<file path="config.mk">
export PLATFORM = sky130hd
export DESIGN_NAME = l2_cache_control
export DESIGN_NICKNAME = d
export VERILOG_FILES = /design/src/rtl/l2_cache_control.sv
export SDC_FILE = /design/constraint.sdc
export NUM_CORES = 1
export LEC_CHECK = 0
export ABC_CLOCK_PERIOD_IN_PS = 2300
export CORE_MARGIN = 5
export CORE_UTILIZATION = 38
export DETAILED_ROUTE_END_ITERATION = 8
export PLACE_DENSITY_LB_ADDON = 0.15
export SLEW_MARGIN = 20
export SYNTH_ARGS = -nofsm -noshare
export SYNTH_HDL_FRONTEND = slang
export SYNTH_SLANG_ARGS = --single-unit
</file>
<file path="constraint.sdc">
create_clock -name clk -period 2.3 [get_ports clk]
set_input_delay 0.345 -clock clk [delete_from_list [all_inputs] [get_ports clk]]
set_output_delay 0.345 -clock clk [all_outputs]
set_load 0.01 [all_outputs]
</file>
<file path="src/rtl/l2_cache_control.sv">
// l2_cache_control: control FSM for the 2-way set-associative L2 cache.
// Drives the tag/valid/dirty/LRU/data array strobes and sequences miss
// handling (optional dirty writeback, then line fetch) toward physical memory.
// The line data moves through the datapath; this block only selects the way
// and the data source.
//
// state     | meaning
// IDLE      | waiting for an upstream request; array read at the request index
// COMPARE   | tag compare on array outputs; hit completes, miss picks a victim
// WRITEBACK | dirty victim line being written to pmem
// FETCH     | requested line being read from pmem and loaded into the victim way
module l2_cache_control #(
  parameter int s_index  = 3,
  parameter int s_offset = 5
) (
  input  logic                       clk,
  input  logic                       rst,
  input  logic                       mem_read,
  input  logic                       mem_write,
  input  logic [31:0]                mem_address,
  output logic                       mem_resp,
  output logic                       arr_read,
  output logic [s_index-1:0]         arr_rindex,
  output logic [s_index-1:0]         arr_windex,
  input  logic [2*(32-s_index-s_offset)-1:0] tag_out,
  input  logic [1:0]                 valid_out,
  input  logic [1:0]                 dirty_out,
  input  logic                       lru_out,
  output logic [1:0]                 tag_load,
  output logic [32-s_index-s_offset-1:0] tag_in,
  output logic [1:0]                 valid_load,
  output logic                       valid_in,
  output logic [1:0]                 dirty_load,
  output logic                       dirty_in,
  output logic                       lru_load,
  output logic                       lru_in,
  output logic [1:0]                 data_load,
  output logic                       data_way,
  output logic                       data_src,
  output logic                       pmem_read,
  output logic                       pmem_write,
  output logic [31:0]                pmem_address,
  input  logic                       pmem_resp
);

  localparam int s_tag = 32 - s_index - s_offset;

  typedef enum logic [1:0] {
    IDLE      = 2'd0,
    COMPARE   = 2'd1,
    WRITEBACK = 2'd2,
    FETCH     = 2'd3
  } state_t;

  state_t state;

  // Only the line address (tag + index) of the request is kept; the offset
  // bits never matter to the controller.
  logic [31:s_offset] line_q;
  logic               write_q;
  logic               victim_q;

  logic [s_index-1:0] idx_q;
  logic [s_tag-1:0]   tag_q;
  logic [s_index-1:0] req_idx;
  logic [s_tag-1:0]   tag_way0;
  logic [s_tag-1:0]   tag_way1;
  logic [s_tag-1:0]   victim_tag;
  logic [1:0]         hit;
  logic               hit_way;
  logic               victim_c;
  logic               unused_offset;

  assign idx_q      = line_q[s_offset +: s_index];
  assign tag_q      = line_q[31 -: s_tag];
  assign req_idx    = mem_address[s_offset +: s_index];
  assign tag_way0   = tag_out[0 +: s_tag];
  assign tag_way1   = tag_out[s_tag +: s_tag];
  assign victim_tag = victim_q ? tag_way1 : tag_way0;

  assign hit[0]  = valid_out[0] & (tag_way0 == tag_q);
  assign hit[1]  = valid_out[1] & (tag_way1 == tag_q);
  // A legal array never holds the same tag twice in a set; way 0 wins if it does.
  assign hit_way = ~hit[0];

  // Fill an invalid way before evicting anything; otherwise follow LRU.
  assign victim_c = !valid_out[0] ? 1'b0 :
                    !valid_out[1] ? 1'b1 : lru_out;

  assign unused_offset = ^mem_address[s_offset-1:0];

  // State register plus the latched request line, op and victim way.
  always_ff @(posedge clk or negedge rst) begin
    if (!rst) begin
      state    <= IDLE;
      line_q   <= '0;
      write_q  <= 1'b0;
      victim_q <= 1'b0;
    end else begin
      case (state)
        IDLE: begin
          if (mem_read | mem_write) begin
            line_q  <= mem_address[31:s_offset];
            write_q <= mem_write;
            state   <= COMPARE;
          end
        end
        COMPARE: begin
          if (|hit) begin
            state <= IDLE;
          end else begin
            victim_q <= victim_c;
            if (valid_out[victim_c] & dirty_out[victim_c])
              state <= WRITEBACK;
            else
              state <= FETCH;
          end
        end
        WRITEBACK: begin
          if (pmem_resp)
            state <= FETCH;
        end
        FETCH: begin
          if (pmem_resp)
            state <= COMPARE;
        end
        default: state <= IDLE;
      endcase
    end
  end

  // Array strobes and memory requests; everything held at 0 while in reset so
  // an in-flight pmem request drops the moment rst falls.
  always_comb begin
    mem_resp     = 1'b0;
    arr_read     = 1'b0;
    arr_rindex   = '0;
    arr_windex   = '0;
    tag_load     = 2'b00;
    tag_in       = '0;
    valid_load   = 2'b00;
    valid_in     = 1'b0;
    dirty_load   = 2'b00;
    dirty_in     = 1'b0;
    lru_load     = 1'b0;
    lru_in       = 1'b0;
    data_load    = 2'b00;
    data_way     = 1'b0;
    data_src     = 1'b0;
    pmem_read    = 1'b0;
    pmem_write   = 1'b0;
    pmem_address = '0;
    if (rst) begin
      case (state)
        IDLE: begin
          arr_read   = 1'b1;
          arr_rindex = req_idx;
        end
        COMPARE: begin
          arr_rindex = idx_q;
          arr_windex = idx_q;
          if (|hit) begin
            data_way = hit_way;
            lru_load = 1'b1;
            lru_in   = ~hit_way;
            mem_resp = 1'b1;
            if (write_q) begin
              data_load[hit_way]  = 1'b1;
              data_src            = 1'b0;
              dirty_load[hit_way] = 1'b1;
              dirty_in            = 1'b1;
            end
          end
        end
        WRITEBACK: begin
          arr_rindex   = idx_q;
          arr_windex   = idx_q;
          pmem_write   = 1'b1;
          pmem_address = {victim_tag, idx_q, {s_offset{1'b0}}};
          data_way     = victim_q;
        end
        FETCH: begin
          arr_rindex   = idx_q;
          arr_windex   = idx_q;
          pmem_read    = 1'b1;
          pmem_address = {tag_q, idx_q, {s_offset{1'b0}}};
          data_way     = victim_q;
          if (pmem_resp) begin
            // Refill the victim way and re-read the set in the same cycle so
            // COMPARE sees the new line through array forwarding.
            data_load[victim_q]  = 1'b1;
            data_src             = 1'b1;
            tag_load[victim_q]   = 1'b1;
            tag_in               = tag_q;
            valid_load[victim_q] = 1'b1;
            valid_in             = 1'b1;
            dirty_load[victim_q] = 1'b1;
            dirty_in             = 1'b0;
            arr_read             = 1'b1;
          end
        end
        default: ;
      endcase
    end
  end

endmodule

</file>
==> flow_summary.yaml, run 1 <==
run_status:
  status: "finished, violations left"
  failed_checks: "setup timing"
cells_and_area:
  seqCellArea_um2: 777.0
  finalInstanceArea_mm2: 0.004918
  diodes: 0
  fin_nets: 604
  area_growth_pct: 78.20
  drive_gt1_share_pct: 24.61
  multiInputGateArea_mm2: 0.002004
  fin_util_pct: 68.54
  fillers: 607
yosys:
  ys_ff_latch: 31
  post_synth_num_cell_types: 31
  netlist_area_mm2: 0.002760
  syn_area_per_cell_um2: 8.818
  synthMuxAreaShare_pct: 21.53
  yosys.area_share.simple_pct: 19.54
  synthXorXnorAreaFrac_pct: 15.23
  synthCells: 313
  yosys.area.top_type: "dfrtp_1"
  synth-compound-area-share_pct: 7.026
  yosys-top-cells-area: "dfrtp_1 28%, mux2_2 11%, mux2i_1 11%"
  synth_top_family_by_area: "multiplexers"
  seq_area_frac_synth_pct: 28.11
  synth_top_area_share_pct: 28.11
  synth_fa_ha_area_share_pct: 2.267
  yosys_warnings: 0
die:
  start_util_pct: 38.47
  floorplan.die_area_mm2: 0.009068
  row_count: 31
  fp.dieH_um: 95.23
  coreArea_mm2: 0.007176
  die_w_um: 95.23
  ioPinCount: 170
detailed_routing:
  wl_met1_um: 4160
  first_pass_iters: 6
  routed_via_density: 4.964
  dr_wl_met2_um: 5407
  final_antenna_net_count: 0
  top_layer_used: "met4"
  drc: 0
  vias: 3013
  wl_met3_um: 872
  drtIter0Drc: 98
  routed_wl_um: 10540
  wl_per_cell_um: 17.37
critical_path:
  worst-r2r-setup-slack_ns: 0.33
  reg2reg_from: "line_q[12]"
  cp-endpoint: "data_way"
  crit_fanout: 2
  critical_path_arrival_ns: 2.22
  startpoint: "line_q[12]"
  setup.worst_path.end_class: "output port"
  r2r_cells: 8
  critPathLaunchType: "flop"
  worstSetupPathType: "reg2out"
  worstPathRequired_ns: 1.96
  reg2reg_to: "victim_q"
clocking:
  cts_tree: "done"
  cts_buffers: 5
  ctsRootBufferMaster: "clkbuf_8"
  cts.sinks: 31
  htree_levels: 2
  clock_latency_ns: 0.28
  ctsLongestPathBuffers: 2
  cts.clk_slew.worst_paths_ns: 0.07
place:
  portBuffers: 159
  place_hpwl_um: 8276
  place_congestion: 0.8860
  placed_area_mm2: 0.004690
timing:
  max_freq_ghz: 0.3906
  layout_setup_ws_ns: -0.2602
  whs_ns: 0.1297
  drv_slew: 0
  min_period_ns: 2.560
  skew_ns: 0.004487
  rsz0062_at_grt: "true"
  fin_crit_sh_pct: 111.3
  setup_viol: 9
  hold_viol: 0
grt:
  grt_max_degree: 29
  grt_usage_pct: 23.03
  grt_pass1_vias: 3232
  overflow: 0
  grt_pass1_wl_um: 16010
  antenna_found_initial: 0
hold_path:
  worstHoldPathType: "in2async"
power:
  power_density_mw_per_mm2: 935.3
  total_power_mw: 4.600
  power_leakage_nw: 2.486
  max-vdd-ir-drop_mv: 0.4670
flow_run:
  max_cap_violations: 0
==> per-layer routing <==
metal	vias to the layer above	GRT usage, %
li1	1434	-
met1	1455	26.86
met2	116	41.69
met3	8	6.314
met4	0	5.288
met5	-	0
==> cell families after synthesis <==
kind of cell / after synthesis
DFF: 31
other: 1
and+or+nand+nor: 103
AOI/OAI and AO/OA: 36
adders and majority gates: 5
buffers and inverters: 33
xor gates and xnor gates: 48
muxes: 56
==> flip-flops by register name, summed over array words and instances (netlist names) <==
| signal | flops |
|---|---|
| victim_q | 1 |
| write_q | 1 |
| state | 2 |
| line_q | 27 |
==> what timing repair did <==
action	4_1_cts	5_1_grt
endpoints found under the hold margin	0	0
pin swaps	25	8
gates resized for setup	143	21
endpoints found under the setup margin	69	18
hold buffers	0	0
gates cloned	0	0
buffers inserted	5	4
==> metrics by stage <==
step	TNS [ns]	std cells	setup slack (ns)
after floorplan	0	317	0.2883
after global placement	-6.328	592	-0.7724
after detailed placement	-6.336	592	-0.8080
after CTS	-1.349	603	-0.2457
after global routing	-2.779	607	-0.3551
final	-1.800	607	-0.2602
==> worst max-delay path, cell delays in order, from the launching register on <==
cell and delay [ns]:
dfrtp_1 0.40, xnor2_1 0.19, nand4_1 0.13, nor4_2 0.28, nand4_1 0.20, or3b_1 0.44, a21boi_2 0.15, buf_2 0.14
==> cell type report <==
| type | instances | area share [%] |
|---|---|---|
| timing repair buffer | 210 | 38.85 |
| clock buffer | 6 | 1.475 |
| tap | 99 | 2.518 |
| sequential | 31 | 15.80 |
| multi-input combinational | 253 | 40.75 |
| inverter | 8 | 0.6105 |
==> how the worst min path moves through the flow <==
| stage | start | to | slack (ns) | cells after the start |
|---|---|---|---|---|
| 3_3_place_gp | rst | state[0] | 0.41 | 2 |
| 5_1_grt | rst | line_q[7] | 0.14 | 2 |
| 3_5_place_dp | rst | state[0] | 0.42 | 2 |
| 4_1_cts | rst | state[0] | 0.12 | 2 |
| 2_1_floorplan | rst | line_q[10] | 0.05 | 0 |
| 6_report | rst | state[0] | 0.13 | 2 |
==> cell usage in the layout, fill, tap and decap left out, types with 3 or more instances in the layout <==
cell | netlist | routed
nand3_1 | 4 | 4
nor2_1 | 6 | 4
buf_4 | 11 | 44
dfrtp_1 | 31 | 30
xnor2_2 | 0 | 11
dlymetal6s2s_1 | 0 | 6
conb_1 | 1 | 5
clkbuf_8 | 0 | 5
nand4_1 | 8 | 8
clkdlybuf4s50_1 | 0 | 65
buf_2 | 4 | 6
xnor2_1 | 26 | 14
nand2_1 | 35 | 34
nor4_2 | 0 | 4
o21ai_0 | 29 | 26
and2_1 | 30 | 29
dlygate4sd2_1 | 0 | 78
inv_1 | 8 | 8
mux2i_1 | 29 | 29
xor2_1 | 22 | 20
ha_1 | 5 | 4
buf_6 | 0 | 9
and3_1 | 4 | 3
nor2b_1 | 4 | 3
mux2_2 | 27 | 27
==> power breakdown <==
part | switching (mW) | leakage (nW) | internal [mW]
Sequential | 0.269 | 0.364 | 0.833
Clock | 0.199 | 0.0371 | 0.202
Combinational | 1.41 | 2.08 | 1.69
==> cell usage after synthesis, drive strengths merged <==
cell,number
a21boi,1
a21o,1
a21oi,1
a22oi,1
and2,32
and3,4
buf,15
clkbuf,10
conb,1
dfrtp,31
ha,5
inv,8
mux2,27
mux2i,29
nand2,35
nand3,4
nand4,8
nor2,6
nor2b,4
nor3,2
nor4,6
o21a,1
o21ai,30
o221ai,1
or2,1
or3b,1
xnor2,26
xor2,22
Power figures use the tool's default switching activity.
==> inputs of run 2 (changes only) <==
--- a/config.mk
+++ b/config.mk
@@ -9,7 +9,9 @@
 export CORE_MARGIN = 5
 export CORE_UTILIZATION = 38
 export DETAILED_ROUTE_END_ITERATION = 8
+export MAX_ROUTING_LAYER = met4
 export PLACE_DENSITY_LB_ADDON = 0.15
+export RECOVER_POWER = 100
 export SLEW_MARGIN = 20
 export SYNTH_ARGS = -nofsm -noshare
 export SYNTH_HDL_FRONTEND = slang
==> constraint.sdc (replaced) <==
create_clock -name clk -period 2.3 [get_ports clk]
set_input_delay 0.46 -clock clk [delete_from_list [all_inputs] [get_ports clk]]
set_output_delay 0.46 -clock clk [all_outputs]
set_load 0.01 [all_outputs]
==> run 2 against run 1 <==
The run still ends with setup timing left. Core utilization fell by 0.17 points. Worst hold slack better by 0.38 ns. Critical endpoint unchanged. Highest routed layer unchanged. Clock skew barely moved.
==> flow_summary.yaml, run 2 (same netlist as run 1, synthesis figures left out) <==
run_status:
  status: "finished, violations left"
  failed_checks: "setup timing"
hold_path:
  hp-start: "write_q"
  worstHoldPathType: "reg2reg"
  hold-path-endpoint: "write_q"
  holdPathStages: 2
die:
  ioPinCount: 170
  fp.dieH_um: 95.23
  die_w_um: 95.23
  row_count: 31
  floorplan.die_area_mm2: 0.009068
  coreArea_mm2: 0.007176
  start_util_pct: 38.47
timing:
  min_period_ns: 2.687
  hold_viol: 0
  fin_crit_sh_pct: 116.8
  tightest_slew_ns: 1.040
  drv_slew: 0
  layout_setup_ws_ns: -0.3865
  max_freq_ghz: 0.3722
  skew_ns: 0.004314
  setup_viol: 24
  rsz0062_at_grt: "true"
  max-slew-margin-rel_pct: 30.67
detailed_routing:
  routed_wl_um: 10500
  drc: 0
  first_pass_iters: 4
  drtIter0Drc: 71
  wl_per_cell_um: 17.21
  routed_via_density: 4.921
  final_antenna_net_count: 0
  vias: 3002
critical_path:
  worstPathRequired_ns: 1.84
  crit_family: "simple AND/OR/NAND/NOR gates"
  critPathLaunchType: "primary input"
  worst-r2r-setup-slack_ns: 0.20
  cp_cell_sequence: "clkdlybuf4s50_1 -> xor2_1 -> nor3_1 -> nand4_1 -> or3b_4 -> a21boi_2 -> buf_2"
  worst-path-buf-inv: 2
  critical_path_arrival_ns: 2.23
  setup.worst_path.end_class: "output port"
  crit_fanout: 2
  reg2reg_from: "state[0]"
  slowest_stage: "or3b_4"
  reg2reg_to: "line_q[22]"
  cp_slowest_stage_delay_ns: 0.45
  worstSetupPathType: "in2out"
  r2r_cells: 6
clocking:
  ctsLongestPathBuffers: 2
  cts_buffers: 5
  ctsRootBufferMaster: "clkbuf_8"
  cts.sinks: 31
  cts.clk_slew.worst_paths_ns: 0.07
  clock_latency_ns: 0.28
  htree_levels: 2
  cts_tree: "done"
  ctsHoldBuffers: 0
cells_and_area:
  diodes: 0
  top_register: "line_q"
  fin_util_pct: 68.37
  final_cell_mix: "96 x dlygate4sd2_1, 39 x clkdlybuf4s50_1, 38 x buf_4, 34 x nand2_1, 30 x dfrtp_1"
  area_growth_pct: 77.74
  reg_top3: "line_q: 27 flops, state: 2 flops"
  drive_gt1_share_pct: 24.27
  largest_reg_flops: 27
  fin_nets: 605
  final_common_cell: "dlygate4sd2_1"
grt:
  grt_pass1_wl_um: 15810
  overflow: 0
  grt_pass1_vias: 3211
  antenna_found_initial: 0
  grt_usage_pct: 23.40
  grt_max_degree: 29
place:
  place_hpwl_um: 8399
  portBuffers: 159
  place_congestion: 0.9395
  pre_cts_ws_ns: -1.005
power:
  power_leakage_nw: 2.472
  max-vdd-ir-drop_mv: 0.4142
  power_density_mw_per_mm2: 960.6
flow_run:
  max_cap_violations: 0
run 2: worst min-delay path: cells and delay by family (launching register included):
kind / cells / cell delay [ns]
AND/OR/NAND/NOR: 2 / 0.12
flip-flops: 1 / 0.37
run 2: per-layer routing:
layer / routed length, um / GRT usage [%] / up-vias
li1: - / - / 1437
met1: 4207 / 27.15 / 1421
met2: 5338 / 40.47 / 128
met3: 806 / 5.446 / 16
met4: 146 / 6.370 / 0
met5: 0 / - / -
run 2: power breakdown:
part           switching (mW)  internal (mW)  leakage [nW]
clock network           0.215          0.273        0.0515
registers               0.279          0.832         0.364
logic                    1.42           1.69          2.06
run 2: layout make-up:
class,count,area [um2]
tap,99,123.9
fill,657,2270
timing repair buffer,211,1857
inverter,8,30.03
multi-input combinational,253,2018
sequential,31,777.0
clock buffer,8,100.1
run 2: how the worst max path moves through the flow:
stage / startpoint / endpoint / slack, ns / depth (start not counted)
after floorplan: tag_out[20] / mem_resp / 0.12 / 7
after global placement: tag_out[27] / data_way / -1.0 / 8
after detailed placement: tag_out[27] / data_way / -1.01 / 8
after CTS: line_q[12] / data_way / -0.39 / 9
after global routing: line_q[30] / data_way / -0.48 / 9
final: tag_out[44] / data_way / -0.39 / 7
run 2: what timing repair did:
item	in CTS	in global routing
pin swaps	38	11
setup buffers	4	3
gates resized for setup	182	21
endpoints found under the setup margin	75	16
run 2: through the flow:
| step | std cells | instance area (um2) | total power, mW | hold WS, ns | setup TNS (ns) |
|---|---|---|---|---|---|
| 2_1_floorplan | 317 | 2775 | 2.656 | 0.1644 | 0 |
| 3_3_place_gp | 595 | 4725 | 4.083 | 0.4882 | -15.41 |
| 3_5_place_dp | 595 | 4725 | 4.128 | 0.4921 | -15.39 |
| 4_1_cts | 607 | 4860 | 4.703 | 0.2529 | -2.454 |
| 5_1_grt | 610 | 4906 | 5.019 | 0.5448 | -6.962 |
| 6_report | 610 | 4906 | 4.713 | 0.5107 | -3.669 |
